`src/rtl/duc_pkg.sv`:
```
// duc_pkg: shared I/Q lane types and the saturating gain helper used by DUC and DDC
// Contents: IQ_W lane width, iq_lane_t {data, last}, sat_shift() -> {saturated, result}
package duc_pkg;

    localparam int IQ_W = 16;

    typedef struct packed {
        logic signed [IQ_W-1:0] data;
        logic                   last;
    } iq_lane_t;

    // Eight guard bits cover shifts 0..7. The result saturates when the guard bits
    // and the result sign bit are not all copies of the true sign.
    function automatic logic [IQ_W:0] sat_shift(input logic signed [IQ_W-1:0] x, input int sh);
        logic signed [IQ_W+7:0] w;
        logic                   hi;
        logic                   lo;
        w  = {{8{x[IQ_W-1]}}, x} <<< sh;
        hi = !w[IQ_W+7] && (|w[IQ_W+6:IQ_W-1]);
        lo = w[IQ_W+7] && !(&w[IQ_W+6:IQ_W-1]);
        return {hi | lo, hi ? {1'b0, {(IQ_W-1){1'b1}}} : lo ? {1'b1, {(IQ_W-1){1'b0}}} : w[IQ_W-1:0]};
    endfunction

endpackage

```
`src/rtl/duc_lane_fifo.sv`:
```
// duc_lane_fifo: per-lane synchronous FIFO of iq_lane_t with registered ready
// Ports: aclk/aresetn clock and async active-low reset; push_valid/push_ready/push_data write side;
//        pop/pop_data/empty read side (first-word fall-through)
module duc_lane_fifo
    import duc_pkg::*;
#(
    parameter int DEPTH = 8
) (
    input  logic     aclk,
    input  logic     aresetn,
    input  logic     push_valid,
    output logic     push_ready,
    input  iq_lane_t push_data,
    input  logic     pop,
    output iq_lane_t pop_data,
    output logic     empty
);

    localparam int AW = $clog2(DEPTH);

    iq_lane_t      mem [DEPTH];
    logic [AW-1:0] wr_ptr_q, wr_ptr_d;
    logic [AW-1:0] rd_ptr_q, rd_ptr_d;
    logic [AW:0]   count_q, count_d;
    logic          ready_q, ready_d;
    logic          push;
    logic          pop_en;

    // Ready is registered from the next occupancy, so a pop frees space only
    // on the following cycle and there is no pop-to-ready combinational path.
    always_comb begin
        push     = push_valid && ready_q;
        pop_en   = pop && (count_q != '0);
        wr_ptr_d = wr_ptr_q + AW'(push);
        rd_ptr_d = rd_ptr_q + AW'(pop_en);
        count_d  = count_q + (AW+1)'(push) - (AW+1)'(pop_en);
        ready_d  = count_d != (AW+1)'(DEPTH);
    end

    always_ff @(posedge aclk or negedge aresetn) begin
        if (!aresetn) begin
            wr_ptr_q <= '0;
            rd_ptr_q <= '0;
            count_q  <= '0;
            ready_q  <= 1'b0;
        end else begin
            wr_ptr_q <= wr_ptr_d;
            rd_ptr_q <= rd_ptr_d;
            count_q  <= count_d;
            ready_q  <= ready_d;
        end
    end

    always_ff @(posedge aclk) begin
        if (push) mem[wr_ptr_q] <= push_data;
    end

    assign push_ready = ready_q;
    assign pop_data   = mem[rd_ptr_q];
    assign empty      = count_q == '0;

endmodule

```
`src/rtl/duc_iq_merge.sv`:
```
// duc_iq_merge: realigns I/Q AXI-Stream lanes, applies saturating gain, emits {Q,I}
// Ports: aclk/aresetn clock and async active-low reset; s_axis_i_*/s_axis_q_* 16-bit lane inputs;
//        m_axis_* merged 32-bit output; clr_flags clears last_mismatch/sat_seen;
//        frame_cnt/sample_cnt output frame and beat counters
module duc_iq_merge
    import duc_pkg::*;
#(
    parameter int FIFO_DEPTH = 8,
    parameter int SHIFT      = 0
) (
    input  logic              aclk,
    input  logic              aresetn,
    input  logic              s_axis_i_tvalid,
    output logic              s_axis_i_tready,
    input  logic [IQ_W-1:0]   s_axis_i_tdata,
    input  logic              s_axis_i_tlast,
    input  logic              s_axis_q_tvalid,
    output logic              s_axis_q_tready,
    input  logic [IQ_W-1:0]   s_axis_q_tdata,
    input  logic              s_axis_q_tlast,
    output logic              m_axis_tvalid,
    input  logic              m_axis_tready,
    output logic [2*IQ_W-1:0] m_axis_tdata,
    output logic              m_axis_tlast,
    input  logic              clr_flags,
    output logic              last_mismatch,
    output logic              sat_seen,
    output logic [15:0]       frame_cnt,
    output logic [15:0]       sample_cnt
);

    iq_lane_t          i_in, q_in, i_out, q_out;
    logic              empty_i, empty_q;
    logic              fire, hs;
    logic [IQ_W:0]     g_i, g_q;
    logic              m_valid_q, m_valid_d;
    logic [2*IQ_W-1:0] m_data_q, m_data_d;
    logic              m_last_q, m_last_d;
    logic              mism_q, mism_d;
    logic              sat_q, sat_d;
    logic [15:0]       frame_q, frame_d;
    logic [15:0]       sample_q, sample_d;

    assign i_in = {s_axis_i_tdata, s_axis_i_tlast};
    assign q_in = {s_axis_q_tdata, s_axis_q_tlast};

    duc_lane_fifo #(.DEPTH(FIFO_DEPTH)) u_fifo_i (
        .aclk       (aclk),
        .aresetn    (aresetn),
        .push_valid (s_axis_i_tvalid),
        .push_ready (s_axis_i_tready),
        .push_data  (i_in),
        .pop        (fire),
        .pop_data   (i_out),
        .empty      (empty_i)
    );

    duc_lane_fifo #(.DEPTH(FIFO_DEPTH)) u_fifo_q (
        .aclk       (aclk),
        .aresetn    (aresetn),
        .push_valid (s_axis_q_tvalid),
        .push_ready (s_axis_q_tready),
        .push_data  (q_in),
        .pop        (fire),
        .pop_data   (q_out),
        .empty      (empty_q)
    );

    // Flag set terms are OR'ed after the clear so a same-cycle event wins.
    always_comb begin
        fire      = !empty_i && !empty_q && (!m_valid_q || m_axis_tready);
        hs        = m_valid_q && m_axis_tready;
        g_i       = sat_shift(i_out.data, SHIFT);
        g_q       = sat_shift(q_out.data, SHIFT);
        m_valid_d = fire || (m_valid_q && !m_axis_tready);
        m_data_d  = fire ? {g_q[IQ_W-1:0], g_i[IQ_W-1:0]} : m_data_q;
        m_last_d  = fire ? (i_out.last | q_out.last) : m_last_q;
        sat_d     = (fire && (g_i[IQ_W] || g_q[IQ_W])) || (sat_q && !clr_flags);
        mism_d    = (fire && (i_out.last != q_out.last)) || (mism_q && !clr_flags);
        frame_d   = frame_q + 16'(hs && m_last_q);
        sample_d  = !hs ? sample_q : m_last_q ? 16'd0 : sample_q + 16'd1;
    end

    always_ff @(posedge aclk or negedge aresetn) begin
        if (!aresetn) begin
            m_valid_q <= 1'b0;
            m_data_q  <= '0;
            m_last_q  <= 1'b0;
            sat_q     <= 1'b0;
            mism_q    <= 1'b0;
            frame_q   <= '0;
            sample_q  <= '0;
        end else begin
            m_valid_q <= m_valid_d;
            m_data_q  <= m_data_d;
            m_last_q  <= m_last_d;
            sat_q     <= sat_d;
            mism_q    <= mism_d;
            frame_q   <= frame_d;
            sample_q  <= sample_d;
        end
    end

    assign m_axis_tvalid = m_valid_q;
    assign m_axis_tdata  = m_data_q;
    assign m_axis_tlast  = m_last_q;
    assign sat_seen      = sat_q;
    assign last_mismatch = mism_q;
    assign frame_cnt     = frame_q;
    assign sample_cnt    = sample_q;

endmodule
```
`config.mk`:
```
export PLATFORM = sky130hd
export DESIGN_NAME = duc_iq_merge
export DESIGN_NICKNAME = d
export VERILOG_FILES = /design/src/rtl/duc_pkg.sv /design/src/rtl/duc_lane_fifo.sv /design/src/rtl/duc_iq_merge.sv
export SDC_FILE = /design/constraint.sdc
export NUM_CORES = 1
export LEC_CHECK = 0
export BUFFER_PORTS_ARGS = -buffer_cell sky130_fd_sc_hd__buf_2
export CAP_MARGIN = 10
export CORE_MARGIN = 2
export CORE_UTILIZATION = 39
export CTS_CLUSTER_SIZE = 8
export DETAILED_ROUTE_END_ITERATION = 8
export GPL_TIMING_DRIVEN = 1
export SLEW_MARGIN = 20
export SYNTH_ARGS = -nofsm -noshare
export SYNTH_HDL_FRONTEND = slang
export SYNTH_HIERARCHICAL = 1
export SYNTH_SLANG_ARGS = --single-unit
```
`constraint.sdc`:
```
create_clock -name aclk -period 8.5 [get_ports aclk]
set_input_delay 0.85 -clock aclk [delete_from_list [all_inputs] [get_ports aclk]]
set_output_delay 0.85 -clock aclk [all_outputs]
set_load 0.01 [all_outputs]
```
---- Yosys cells after proc, flatten, opt, wreduce, memory -nomap -nowiden ----
Memory sizes are Yosys's and may differ from the RTL's.
Index checks and enable logic that the tools add are counted.
W data, S select, Z words.
storage, ports and cells
  flip-flop bits (word level) ............. 90
  memory bits (writable) .................. 272
  input bits .............................. 40
  output and inout bits ................... 70
  memories kept ........................... 2
cells by class
  add/sub/neg operators ................... 10
  equality and inequality tests ........... 3
  muxes and demuxes ....................... 5
  bitwise operators ....................... 1
  reductions and logical operators ........ 24
memories
  memory        depth  bits a word  rd ports  clocked after memory_dff  wr ports  RTL line             RTL
  u_fifo_i.mem  8      17           1         0                         1         duc_lane_fifo.sv:21  iq_lane_t mem [DEPTH];
  u_fifo_q.mem  8      17           1         0                         1         duc_lane_fifo.sv:21
operators with widths
  kind                     count
  $add A16 B1 Y16          1
  $add A16 B1 Y16 const B  1
  $mux W16                 1
  $add A3 B1 Y3            4
  $logic_and A1 B1 Y1      12
  $add A4 B1 Y4            2
  $logic_not A4 Y1         2
  $ne A4 B4 Y1 const B     2
  $reduce_bool A4 Y1       2
  $sub A4 B1 Y4            2
  $logic_not A1 Y1         5
  $mux W1                  4
  $logic_or A1 B1 Y1       3
  $ne A1 B1 Y1             1
  $or A1 B1 Y1             1

---- Depth between registers and ports, before layout ----
Gate-level depths: netlist (run 1).
  depth after elaboration ................. 7
  depth in mapped cells ................... 15
  gate-level depth less buffers ........... 14

---- Modules after synthesis ----
Netlist (run 1), hierarchy kept.
modules (own cells, without submodules)
  module         times used  cells an instance  area an instance (µm²)  seq. area each (µm²)
  duc_lane_fifo  2           249                5779.3                  4359.2
  duc_iq_merge   1           232                2861.5                  1701.6

---- Worst setup path before layout (run 1) ----
OpenSTA, ideal clock, no wires.
  kind .................................... input -> register
  from .................................... input port m_axis_tready
  to ...................................... register u_fifo_i.ready_q, in the netlist u_fifo_i/push_ready
  arrival time ............................ 3106 ps
  setup slack ............................. 5261 ps
  stages .................................. 12
  path through ............................ nand2b_1 > nand2_1 > clkbuf_1 > inv_1 > nor2b_1 > ha_1 > inv_1 > ha_1 > fa_1 > xor2_1 > nor4b_1 > mux2i_1
between the ends
  longest elaborated chain between the ends .. 5
ends and longest elaborated chain
  what                     RTL line             RTL
  from (decl)              duc_iq_merge.sv:22   input logic m_axis_tready,
  $logic_or A1 B1 Y1       duc_iq_merge.sv:71   fire = !empty_i && !empty_q && (!m_valid_q || m_axis_tready);
  $logic_and A1 B1 Y1      duc_iq_merge.sv:71
  via fire                 duc_iq_merge.sv:34   logic fire, hs;
  $logic_and A1 B1 Y1      duc_lane_fifo.sv:33  pop_en = pop && (count_q != '0);
  $sub A4 B1 Y4            duc_lane_fifo.sv:36  count_d = count_q + (AW+1)'(push) - (AW+1)'(pop_en);
  via u_fifo_i.count_d[2]  duc_lane_fifo.sv:24  logic [AW:0] count_q, count_d;
  $ne A4 B4 Y1             duc_lane_fifo.sv:37  ready_d = count_d != (AW+1)'(DEPTH);
  via u_fifo_i.ready_d     duc_lane_fifo.sv:25  logic ready_q, ready_d;
  to (signal assigned)     duc_lane_fifo.sv:50  ready_q <= ready_d;
  to (decl)                duc_lane_fifo.sv:25
The timed path passes the listed nets, and every way through them passes these cells.
A chain may end at the register's enable or synchronous reset.

---- Worst setup path after layout (run 1) ----
  from .................................... register u_fifo_i.count_q[2]
  to ...................................... register u_fifo_q.ready_q, in the netlist u_fifo_q/push_ready
between the ends
  longest elaborated chain between the ends .. 7
ends and longest elaborated chain
  what                               RTL line             RTL
  from (decl)                        duc_lane_fifo.sv:24
  from (signal assigned)             duc_lane_fifo.sv:49  count_q <= count_d;
  $logic_not A4 Y1                   duc_lane_fifo.sv:60  assign empty = count_q == '0;
  via empty_i                        duc_iq_merge.sv:33   logic empty_i, empty_q;
  $logic_not A1 Y1                   duc_iq_merge.sv:71
  $logic_and A1 B1 Y1 (2 in series)  duc_iq_merge.sv:71
  via fire                           duc_iq_merge.sv:34
  $logic_and A1 B1 Y1                duc_lane_fifo.sv:33
  $sub A4 B1 Y4                      duc_lane_fifo.sv:36
  via u_fifo_q.count_d[2]            duc_lane_fifo.sv:24
  $ne A4 B4 Y1                       duc_lane_fifo.sv:37
  via u_fifo_q.ready_d               duc_lane_fifo.sv:25
  to (signal assigned)               duc_lane_fifo.sv:50
  to (decl)                          duc_lane_fifo.sv:25
The timed path passes the listed nets, and every way through them passes these cells.

==> results of run 1 <==
## registers in the layout, summed over array words and instances, names as in the netlist, 3 cells and up
signal             cells
u_fifo_q/count_q       4
u_fifo_q/wr_ptr_q      3
u_fifo_i/rd_ptr_q      3
frame_cnt             16
u_fifo_i/wr_ptr_q      3
u_fifo_i/mem         136
u_fifo_q/mem         136
m_axis_tdata          32
u_fifo_i/count_q       4
u_fifo_q/rd_ptr_q      3
sample_cnt            16
## metrics by stage
step	util (%)	area, µm²	hold WS, ns
global placement	42.63	15570	0.4540
CTS	46.67	17050	0.2850
global route	46.69	17050	0.3031
detailed placement	42.63	15570	0.4593
floorplan	-	14420	0.4767
finish	46.69	17050	0.2807
## report_power, final
part / switching (mW) / internal, mW
registers: 0.331 / 2.28
clock network: 0.707 / 1.13
logic: 0.620 / 0.775
## cells in the final DEF (no fill, tap or decap), types with 4 or more instances in the layout
| cell | netlist | layout |
|---|---|---|
| ha_1 | 23 | 23 |
| clkbuf_1 | 12 | 37 |
| edfxtp_1 | 272 | 272 |
| xor2_1 | 14 | 14 |
| nor3_2 | 0 | 4 |
| mux4_2 | 20 | 20 |
| nand3_1 | 11 | 11 |
| clkbuf_16 | 0 | 52 |
| a21oi_1 | 9 | 9 |
| xnor2_1 | 14 | 14 |
| o21ai_0 | 9 | 9 |
| nor2_1 | 24 | 24 |
| nor3_1 | 11 | 7 |
| dfrtp_1 | 90 | 86 |
| mux4_1 | 48 | 48 |
| nor4_1 | 8 | 8 |
| mux2_2 | 66 | 66 |
| nand4_1 | 8 | 8 |
| buf_4 | 0 | 20 |
| inv_1 | 20 | 20 |
| nand2_1 | 20 | 19 |
| buf_2 | 2 | 108 |
| nand2b_1 | 9 | 9 |
## final cells by class
cell class	instances	area, µm²	share of cell area [%]
Sequential cell	362	10430	61.16
Timing Repair Buffer	128	690.7	4.050
Inverter	20	75.07	0.4402
Antenna cell	1	2.502	0.01467
Clock buffer	89	1440	8.445
Tap cell	468	585.6	3.434
Multi-Input combinational cell	324	3795	22.25
Clock inverter	3	33.78	0.1981
## per-layer routing
layer	part of all wire (%)	vias to the layer above	routed length [µm]	GRT usage, %
li1	-	3255	-	-
met1	44	3688	12290	19.34
met2	50	131	14170	25.28
met3	4.2	50	1190	3.524
met4	1.9	6	528	4.545
met5	0.19	-	55	0.5109
## how the worst min path moves through the flow
stage / to / cells past startpoint
floorplan: u_fifo_i/rd_ptr_q[0] / 1
global placement: frame_cnt[15] / 1
detailed placement: frame_cnt[15] / 1
CTS: m_axis_tdata[2] / 1
global route: m_axis_tdata[4] / 1
finish: m_axis_tdata[4] / 1
## synth_stat cells, types with 8 or more instances
cell type  number  share of area (%)
edfxtp_1      272                 57
dfrtp_1        90                 16
mux2_2         66                5.2
mux4_1         48                8.7
nor2_1         24               0.62
ha_1           23                2.0
inv_1          20               0.52
mux4_2         20                3.1
nand2_1        20               0.52
xnor2_1        14               0.85
xor2_1         14               0.85
clkbuf_1       12               0.31
nand3_1        11               0.38
nor3_1         11               0.38
a21oi_1         9               0.31
nand2b_1        9               0.39
o21ai_0         9               0.31
buf_6           8               0.62
nand4_1         8               0.35
nor4_1          8               0.35
## cells by family after synthesis
family	share of synthesized area [%]
AO/OA/AOI/OAI	0.9544
XOR/XNOR	1.701
adder cells (fa/ha/maj)	2.273
buffers and inverters	1.579
flip-flops	72.26
multiplexers	17.23
AND/OR/NAND/NOR	4.000
==> key figures, run 1 <==
Synth
  – Main synth FF type: edfxtp_1
  – Cell count after synthesis: 730
  – Synthesized net count: 795
  – Asr flop ratio synth: 24.86%
  – Post-Syn Area per Cell: 19.75 µm²
  – Syn Std Cell Area: 0.01442 mm²
  – Distinct cells, synth: 39
  – EDFF count, synth: 272
  – Post-synthesis sequential area ratio: between 70 and 80%
  – YS warnings: 6
  – #FFs+latches synth: 362

Power and ir drop
  – Total power: about 5.8 mW
  – Static leakage: 6.350 nW
  – Pwr Density: 342.7 mW/mm²
  – VDD IR max: 0.1930 mV

Timing
  – Period utilization: 41.12%
  – Final TNS setup: 0 ns
  – Fmax: 0.2861 GHz
  – Final hold vios: 0
  – Tmin final: 3.496 ns
  – Final setup viols: 0
  – Rel. slew slack: around 28%
  – Worst setup margin: 5.004 ns
  – Worst Tran Pin Value: 1.079 ns
  – RSZ-0062 raised after global routing: no
  – Clk_skew: approximately 0.017 ns
  – Fin. max-slew vios: 0

Detailed routing
  – Routed vias/inst: 5.111
  – First DRT Iteration DRCs: 317
  – Vias after detailed routing: around 7000
  – Drt drc: 0
  – WL/cell: ~20 µm
  – Antenna Nets Post-Route: 0
  – Drt first pass iters: 4
  – Routed WL: about 28000 µm

Clocking
  – Clk sinks: 362
  – Clk pin slew, worst setup/hold paths: 0.05 ns
  – H-tree Lvls: 2
  – Post-CTS Hold Buffers: 0
  – Clock buffer depth: 3
  – CTS Root Buffer Type: clkbuf_16
  – Worst skew pair latency: between 0.5 and 0.6 ns
  – Post-CTS setup buffer count: 0
  – CTS tree: built
  – Post-CTS Resized: 0
  – TritonCTS buffer count: roughly 50

Final layout
  – Fillers: 3085
  – Area delta synth->final: 18.26%
  – Share of cells above drive strength 1: just over 30%
  – Non-Filler Instances: approximately 1400
  – Fin nets: 952

Setup path
  – Endpoint type of the worst setup path: flip-flop
  – Data arrival, critical path: slightly below 4 ns
  – Worst path cell trace: inv_1 > ha_1 > nor3b_1 > nor2_1 > nand2_2 > buf_4 > inv_1 > nor2b_1 > ha_1 > inv_1 > ha_1 > fa_1 > xor2_1 > nor4b_1 > mux2i_1
  – FF-to-FF Start: u_fifo_i/count_q[2]
  – Worst setup endpoint: u_fifo_q/push_ready
  – Slowest-stage cell, CP: buf_4
  – Reg-to-reg critical path endpoint: u_fifo_q/push_ready
  – Cell count along the critical path: 15
  – Critical Path Source Type: flip-flop
  – Crit path max-delay family: adder cells
  – Reg2reg setup slack: roughly 5 ns
  – Slowest stage delay, CP: 0.50 ns
  – Buf+Inv Stages, Crit Path: 4
  – CP max FO: 35
  – Crit path launch: u_fifo_i/count_q[2]
  – Critical Path RT: slightly below 9 ns
  – Reg2Reg Depth: 15
  – CP Class: reg -> reg

GRT
  – Largest net degree at the start of global routing: 58
  – First-pass GRT wire length: 43840 µm
  – Grt ovf: 0
  – Total track usage: roughly 15%
  – Vias in the first global route: around 7500
  – Initial antenna violation count: 3

Job
  – Max capacitance violation total: 0

Place
  – GPL Wtd Cong: 0.7308
  – Post-detail-place hpwl: 16290 µm
  – Number of I/O port buffers: 109
  – Inst Count DP: 1302
  – Pre-CTS setup slack: 4.810 ns

Worst hold path
  – Worst Hold Class: in -> async

Floorplan
  – Initial Utilization: about two fifths
  – Die width: 196.3 µm
  – Core Rows: 70
  – I/O pin total: 110
  – Core ar.: roughly 0.037 mm²
  – Die Y: 196.3 µm
  – Full die area: between 0.03 and 0.04 mm²

Status
  – Status: finished clean
Note: power is estimated with default switching activity, not from simulation.
==> run 2: changes to the inputs <==
clock period = 3.3 ns   (was 8.5 ns; I/O delays follow)
==> key figures, run 2 (same netlist as run 1, synthesis figures left out) <==
Setup path
  – Critical Path RT: 3.74 ns (was 8.92 ns)
  – Endpoint type of the worst setup path: flip-flop (unchanged)
  – Slowest-stage cell, CP: fa_1 (was buf_4)
  – CP Class: reg -> reg (unchanged)
  – Slowest stage delay, CP: 0.38 ns (was 0.50 ns)
  – Data arrival, critical path: 3.31 ns (was 3.92 ns)
  – Worst path cell trace: inv_1 > ha_1 > nor3b_1 > nor2_1 > nand2_2 > inv_1 > nor2b_1 > ha_1 > inv_1 > ha_1 > fa_1 > xor2_1 > nor4b_1 > mux2i_1 (was inv_1 > ha_1 > nor3b_1 > nor2_1 > nand2_2 > buf_4 > inv_1 > nor2b_1 > ha_1 > inv_1 > ha_1 > fa_1 > xor2_1 > nor4b_1 > mux2i_1)
  – Critical Path Source Type: flip-flop (unchanged)
  – CP max FO: 3 (was 35)

Place
  – GPL Wtd Cong: 0.7313 (was 0.7308)
  – Area after DPL: 0.01569 mm² (was 0.01557 mm²)
  – Number of I/O port buffers: 109 (unchanged)
  – Post-detail-place hpwl: 16740 µm (was 16290 µm)
  – Pre-CTS setup slack: 0.3985 ns (was 4.810 ns)

Worst hold path
  – Worst Hold Class: in -> reg (was in -> async)

Clocking
  – H-tree Lvls: 2 (unchanged)
  – Clk pin slew, worst setup/hold paths: 0.05 ns (about the same)
  – Post-CTS Resized: 0 (unchanged)
  – CTS Root Buffer Type: clkbuf_16 (unchanged)
  – TritonCTS buffer count: 51 (unchanged)
  – Worst skew pair latency: 0.57 ns (was 0.55 ns)
  – CTS tree: built (unchanged)
  – Clock buffer depth: 3 (unchanged)
  – Clk sinks: 362 (unchanged)

Timing
  – Fmax: 0.3487 GHz (was 0.2861 GHz)
  – Period utilization: 86.90% (was 41.12%)
  – Tmin final: 2.868 ns (was 3.496 ns)
  – Fin. max-slew vios: 0 (unchanged)
  – Final TNS setup: 0 ns (unchanged)
  – Worst Tran Pin Value: 1.000 ns (was 1.079 ns)
  – RSZ-0062 raised after global routing: no (unchanged)
  – Worst setup margin: 0.4324 ns (was 5.004 ns)
  – Final hold vios: 0 (unchanged)
  – Rel. slew slack: 33.32% (was 28.05%)
  – Final setup viols: 0 (unchanged)
  – Clk_skew: 0.02307 ns (was 0.01704 ns)

Final layout
  – Commonest non-fill, non-tap cell in the layout: edfxtp_1 (unchanged)
  – Post-route cell area: 0.01736 mm² (was 0.01705 mm²)
  – Area delta synth->final: 20.36% (was 18.26%)
  – Share of cells above drive strength 1: 30.58% (was 30.67%)
  – Fillers: 3116 (was 3085)
  – Fin nets: 980 (was 952)
  – Most frequent cells in the layout: edfxtp_1, buf_2, dfrtp_1 (unchanged)
  – Fin util: 47.52% (was 46.69%)
  – # diodes: 0 (was 1)

Power and ir drop
  – Reg power frac: 41.9% (was 44.6%)
  – Switch share: 28.31% (was 28.38%)
  – Total power: 15.23 mW (was 5.843 mW)
  – Logic pwr share: 26.8% (was 23.9%)
  – Static leakage: 6.497 nW (was 6.350 nW)
  – VDD IR max: 0.6409 mV (was 0.1930 mV)
  – Internal power: 10.92 mW (was 4.185 mW)
  – Sw Pwr: 4.312 mW (was 1.658 mW)
  – Clock Power Share: 31.3% (was 31.5%)
  – Pwr Density: 877.6 mW/mm² (was 342.7 mW/mm²)

GRT
  – Vias in the first global route: 7457 (was 7498)
  – Total track usage: 15.35% (was 15.01%)
  – First-pass GRT wire length: 43990 µm (was 43840 µm)
  – Grt ovf: 0 (unchanged)
  – Largest net degree at the start of global routing: 62 (was 58)
  – Initial antenna violation count: 1 (was 3)

Detailed routing
  – Antenna Nets Post-Route: 0 (unchanged)
  – Drt drc: 0 (unchanged)
  – Routed vias/inst: 5.100 (was 5.111)
  – Drt first pass iters: 4 (unchanged)
  – Vias after detailed routing: 7257 (was 7130)
  – First DRT Iteration DRCs: 276 (was 317)
  – WL/cell: 20.26 µm (was 20.24 µm)
  – Routed WL: 28830 µm (was 28230 µm)

Status
  – Status: finished clean (unchanged)

Floorplan
  – Die width: 196.3 µm (unchanged)
  – Core Rows: 70 (unchanged)
  – Core ar.: 0.03652 mm² (unchanged)
  – Initial Utilization: 39.48% (unchanged)
  – Die Y: 196.3 µm (unchanged)
  – Full die area: 0.03853 mm² (unchanged)
  – I/O pin total: 110 (unchanged)

Job
  – Max capacitance violation total: 0 (unchanged)
[run 2: cell type report]
cell class                 instances  area, µm²  share of cell area, %
clock inverter                     2      25.02                 0.1442
clock buffer                      91       1458                  8.398
inverter                          20      75.07                 0.4325
multi-input combinational        324       3795                  21.86
tap                              468      585.6                  3.374
sequential                       362      10420                  60.05
timing repair buffer             156      996.0                  5.738
[run 2: metal layers]
layer	wire [µm]	vias to the layer above	GRT usage, %
li1	-	3318	-
met1	12420	3741	19.52
met2	14380	151	25.87
met3	1451	45	3.490
met4	559	2	5.556
met5	12	-	0
[run 2: path summary, 6_finish.rpt]
check	end	cells after the start	startpoint	slack [ns]
max	u_fifo_i/push_ready	14	u_fifo_i/count_q[2]	0.43
min	u_fifo_i/mem[1][12]	1	s_axis_i_tdata[11]	0.03
max reg2reg	u_fifo_i/push_ready	14	u_fifo_i/count_q[2]	0.43
min reg2reg	frame_cnt[15]	1	frame_cnt[15]	0.46
max in group asynchronous	frame_cnt[4]	3	aresetn	2.06
min in group asynchronous	m_axis_tdata[13]	2	aresetn	0.44
[run 2: metrics by stage]
| stage | hold WS (ns) | std cells |
|---|---|---|
| 2_1_floorplan | 0.03441 | 730 |
| 3_3_place_gp | 0.4518 | 1312 |
| 3_5_place_dp | 0.4641 | 1312 |
| 4_1_cts | 0.0002258 | 1423 |
| 5_1_grt | 0.02699 | 1423 |
| 6_report | 0.02786 | 1423 |
[run 2: timing repair]
| action | 4_1_cts | 5_1_grt |
|---|---|---|
| hold endpoints to repair | 161 | 0 |
| buffers inserted | 0 | 0 |
| hold buffers | 18 | 0 |
[run 2: power by group through the flow]
stage	clock network, mW	logic, mW	registers [mW]
floorplan	0	2.87	6.37
global placement	0	4.13	6.43
detailed placement	0	4.18	6.47
CTS	4.93	4.21	6.40
global route	5.10	4.51	6.48
finish	4.77	4.08	6.38
[run 2: critical path: cells and delay by family (launching register included)]
kind                       cells  cell delay (ns)
DFF                            1             0.36
adders and majority gates      4             1.01
muxes                          1             0.12
and+or+nand+nor                5             0.91
xor gates and xnor gates       1             0.17
buffers and inverters          3             0.17
==> run 3: changes to the inputs <==
BUFFER_PORTS_ARGS = not set   (was -buffer_cell sky130_fd_sc_hd__buf_2)
CORE_UTILIZATION = 63   (was 39)
DONT_BUFFER_PORTS = 1   (was not set)
PLACE_DENSITY = 0.79   (was not set)
==> key figures, run 3 (same netlist as run 1, synthesis figures left out) <==
Final layout
  – Reg area: 0.01042 mm² (unchanged)
  – Fin nets: 891 (was 980)
  – Share of cells above drive strength 1: 21.36% (was 30.58%)
  – Fin util: 74.26% (was 47.52%)
  – Non-Filler Instances: 1153 (was 1423)
  – Fillers: 1288 (was 3116)
  – Commonest non-fill, non-tap cell in the layout: edfxtp_1 (unchanged)
  – Most frequent cells in the layout: edfxtp_1, dfrtp_1, mux2_2 (was edfxtp_1, buf_2, dfrtp_1)
  – Area delta synth->final: 16.24% (was 20.36%)
  – Multi-input logic area: 0.003795 mm² (unchanged)

Setup path
  – CP Class: reg -> reg (unchanged)
  – Data arrival, critical path: 3.38 ns (was 3.31 ns)
  – Critical Path RT: 3.71 ns (was 3.74 ns)
  – Endpoint type of the worst setup path: flip-flop (unchanged)
  – Critical Path Source Type: flip-flop (unchanged)
  – CP max FO: 3 (unchanged)

Job
  – Max capacitance violation total: 0 (unchanged)

Place
  – Number of I/O port buffers: 0 (was 109)
  – Pre-CTS setup slack: 0.3397 ns (was 0.3985 ns)
  – Post-detail-place hpwl: 15870 µm (was 16740 µm)
  – GPL Wtd Cong: 0.8025 (was 0.7313)
  – Inst Count DP: 1021 (was 1312)

Detailed routing
  – WL/cell: 24.34 µm (was 20.26 µm)
  – Vias after detailed routing: 7103 (was 7257)
  – Antenna Nets Post-Route: 0 (unchanged)
  – Drt drc: 0 (unchanged)
  – Routed WL: 28060 µm (was 28830 µm)
  – First DRT Iteration DRCs: 511 (was 276)
  – Routed vias/inst: 6.160 (was 5.100)
  – Drt first pass iters: 5 (was 4)

Clocking
  – Clock buffer depth: 3 (unchanged)
  – Worst skew pair latency: 0.56 ns (was 0.57 ns)
  – CTS Root Buffer Type: clkbuf_16 (unchanged)
  – CTS tree: built (unchanged)
  – Clk pin slew, worst setup/hold paths: 0.05 ns (about the same)
  – H-tree Lvls: 2 (unchanged)
  – Clk sinks: 362 (unchanged)
  – Post-CTS Resized: 0 (unchanged)
  – TritonCTS buffer count: 51 (unchanged)

Power and ir drop
  – Switch share: 28.93% (was 28.31%)
  – Reg power frac: 44.3% (was 41.9%)
  – Clock Power Share: 31.6% (was 31.3%)
  – Pwr Density: 896.2 mW/mm² (was 877.6 mW/mm²)
  – Static leakage: 6.107 nW (was 6.497 nW)
  – Internal power: 10.68 mW (was 10.92 mW)
  – Sw Pwr: 4.346 mW (was 4.312 mW)
  – Logic pwr share: 24.1% (was 26.8%)
  – Total power: 15.02 mW (was 15.23 mW)
  – VDD IR max: 0.7236 mV (was 0.6409 mV)

Timing
  – Final hold vios: 0 (unchanged)
  – Period utilization: 89.80% (was 86.90%)
  – Worst Tran Pin Value: 0.8870 ns (was 1.000 ns)
  – Tmin final: 2.963 ns (was 2.868 ns)
  – Rel. slew slack: 40.54% (was 33.32%)
  – Final setup viols: 0 (unchanged)
  – Fin. max-slew vios: 0 (unchanged)
  – Worst setup margin: 0.3366 ns (was 0.4324 ns)
  – RSZ-0062 raised after global routing: no (unchanged)
  – Final TNS setup: 0 ns (unchanged)
  – Clk_skew: 0.02128 ns (was 0.02307 ns)
  – Fmax: 0.3375 GHz (was 0.3487 GHz)

Floorplan
  – Die Y: 155.3 µm (was 196.3 µm)
  – Core Rows: 55 (was 70)
  – Initial Utilization: 63.89% (was 39.48%)
  – Core ar.: 0.02257 mm² (was 0.03652 mm²)
  – Die width: 155.3 µm (was 196.3 µm)
  – Full die area: 0.02412 mm² (was 0.03853 mm²)
  – I/O pin total: 110 (unchanged)

Status
  – Status: finished clean (unchanged)

Worst hold path
  – Worst Hold Class: in -> reg (unchanged)

GRT
  – Total track usage: 24.09% (was 15.35%)
  – Grt ovf: 0 (unchanged)
  – Initial antenna violation count: 2 (was 1)
  – First-pass GRT wire length: 43570 µm (was 43990 µm)
  – Largest net degree at the start of global routing: 91 (was 62)
  – Vias in the first global route: 7902 (was 7457)
-- run 3: cell types whose count changed in the layout (fill, tap and decap cells not counted), sizes merged --
cell         previous run  this run
diode                   0         2
clkinv                  1         3
dlygate4sd3            18        36
clkbuf                 91        89
buf                   138        31
-- run 3: worst max-delay path: stages (launching register included) --
cell,delay (ns)
dfrtp_1,0.35
inv_1,0.08
ha_1,0.16
nor3b_1,0.37
nor2_1,0.09
nand2_2,0.08
inv_1,0.06
nor2b_1,0.15
ha_1,0.30
inv_1,0.05
ha_1,0.20
fa_1,0.50
nor4b_1,0.33
mux2i_1,0.12
-- run 3: path summary, 6_finish.rpt --
path / start / end / slack [ns] / depth (start not counted)
max in group asynchronous: aresetn / u_fifo_i/rd_ptr_q[1] / 2.49 / 2
setup / recovery: u_fifo_i/count_q[2] / u_fifo_i/push_ready / 0.34 / 13
min in group asynchronous: aresetn / m_axis_tdata[9] / 0.31 / 2
hold reg to reg: u_fifo_q/wr_ptr_q[0] / u_fifo_q/wr_ptr_q[0] / 0.52 / 1
setup reg to reg: u_fifo_i/count_q[2] / u_fifo_i/push_ready / 0.34 / 13
hold / removal: m_axis_tready / m_axis_tvalid / 0.07 / 2
-- run 3: power groups by stage --
stage	sequential, mW	combinational (mW)	clock [mW]
2_1_floorplan	6.37	2.87	0
3_3_place_gp	6.65	3.32	0
3_5_place_dp	6.72	3.50	0
4_1_cts	6.66	3.65	4.83
5_1_grt	6.75	3.95	5.02
6_report	6.65	3.63	4.75
-- run 3: timing repair --
action                     in CTS  in global routing
hold buffers                   37                  0
setup endpoints to repair       0                  0
hold endpoints to repair      364                  0
setup buffers                   0                  0
-- run 3: final cells by class --
type / instances / share of cell area [%]
Sequential cell: 362 / 62.18
Timing Repair Buffer: 67 / 3.732
Clock buffer: 89 / 8.465
Inverter: 20 / 0.4479
Antenna cell: 2 / 0.02986
Multi-Input combinational cell: 324 / 22.64
Clock inverter: 4 / 0.3807
Tap cell: 285 / 2.127
-- run 3: routing by layer --
layer | global-route usage (%) | vias to the layer above | part of all wire [%]
met2 | 42.65 | 207 | 53
met5 | 0 | - | 0.046
met1 | 29.79 | 3727 | 39
met4 | 8.694 | 2 | 2.3
met3 | 4.930 | 50 | 5.0
li1 | - | 3117 | -
-- run 3: stage by stage --
stage | area [µm²] | hold slack, ns
2_1_floorplan | 14420 | 0.03441
3_3_place_gp | 14890 | 0.03649
3_5_place_dp | 14890 | 0.03654
4_1_cts | 16760 | 0.05313
5_1_grt | 16760 | 0.09171
6_report | 16760 | 0.06703
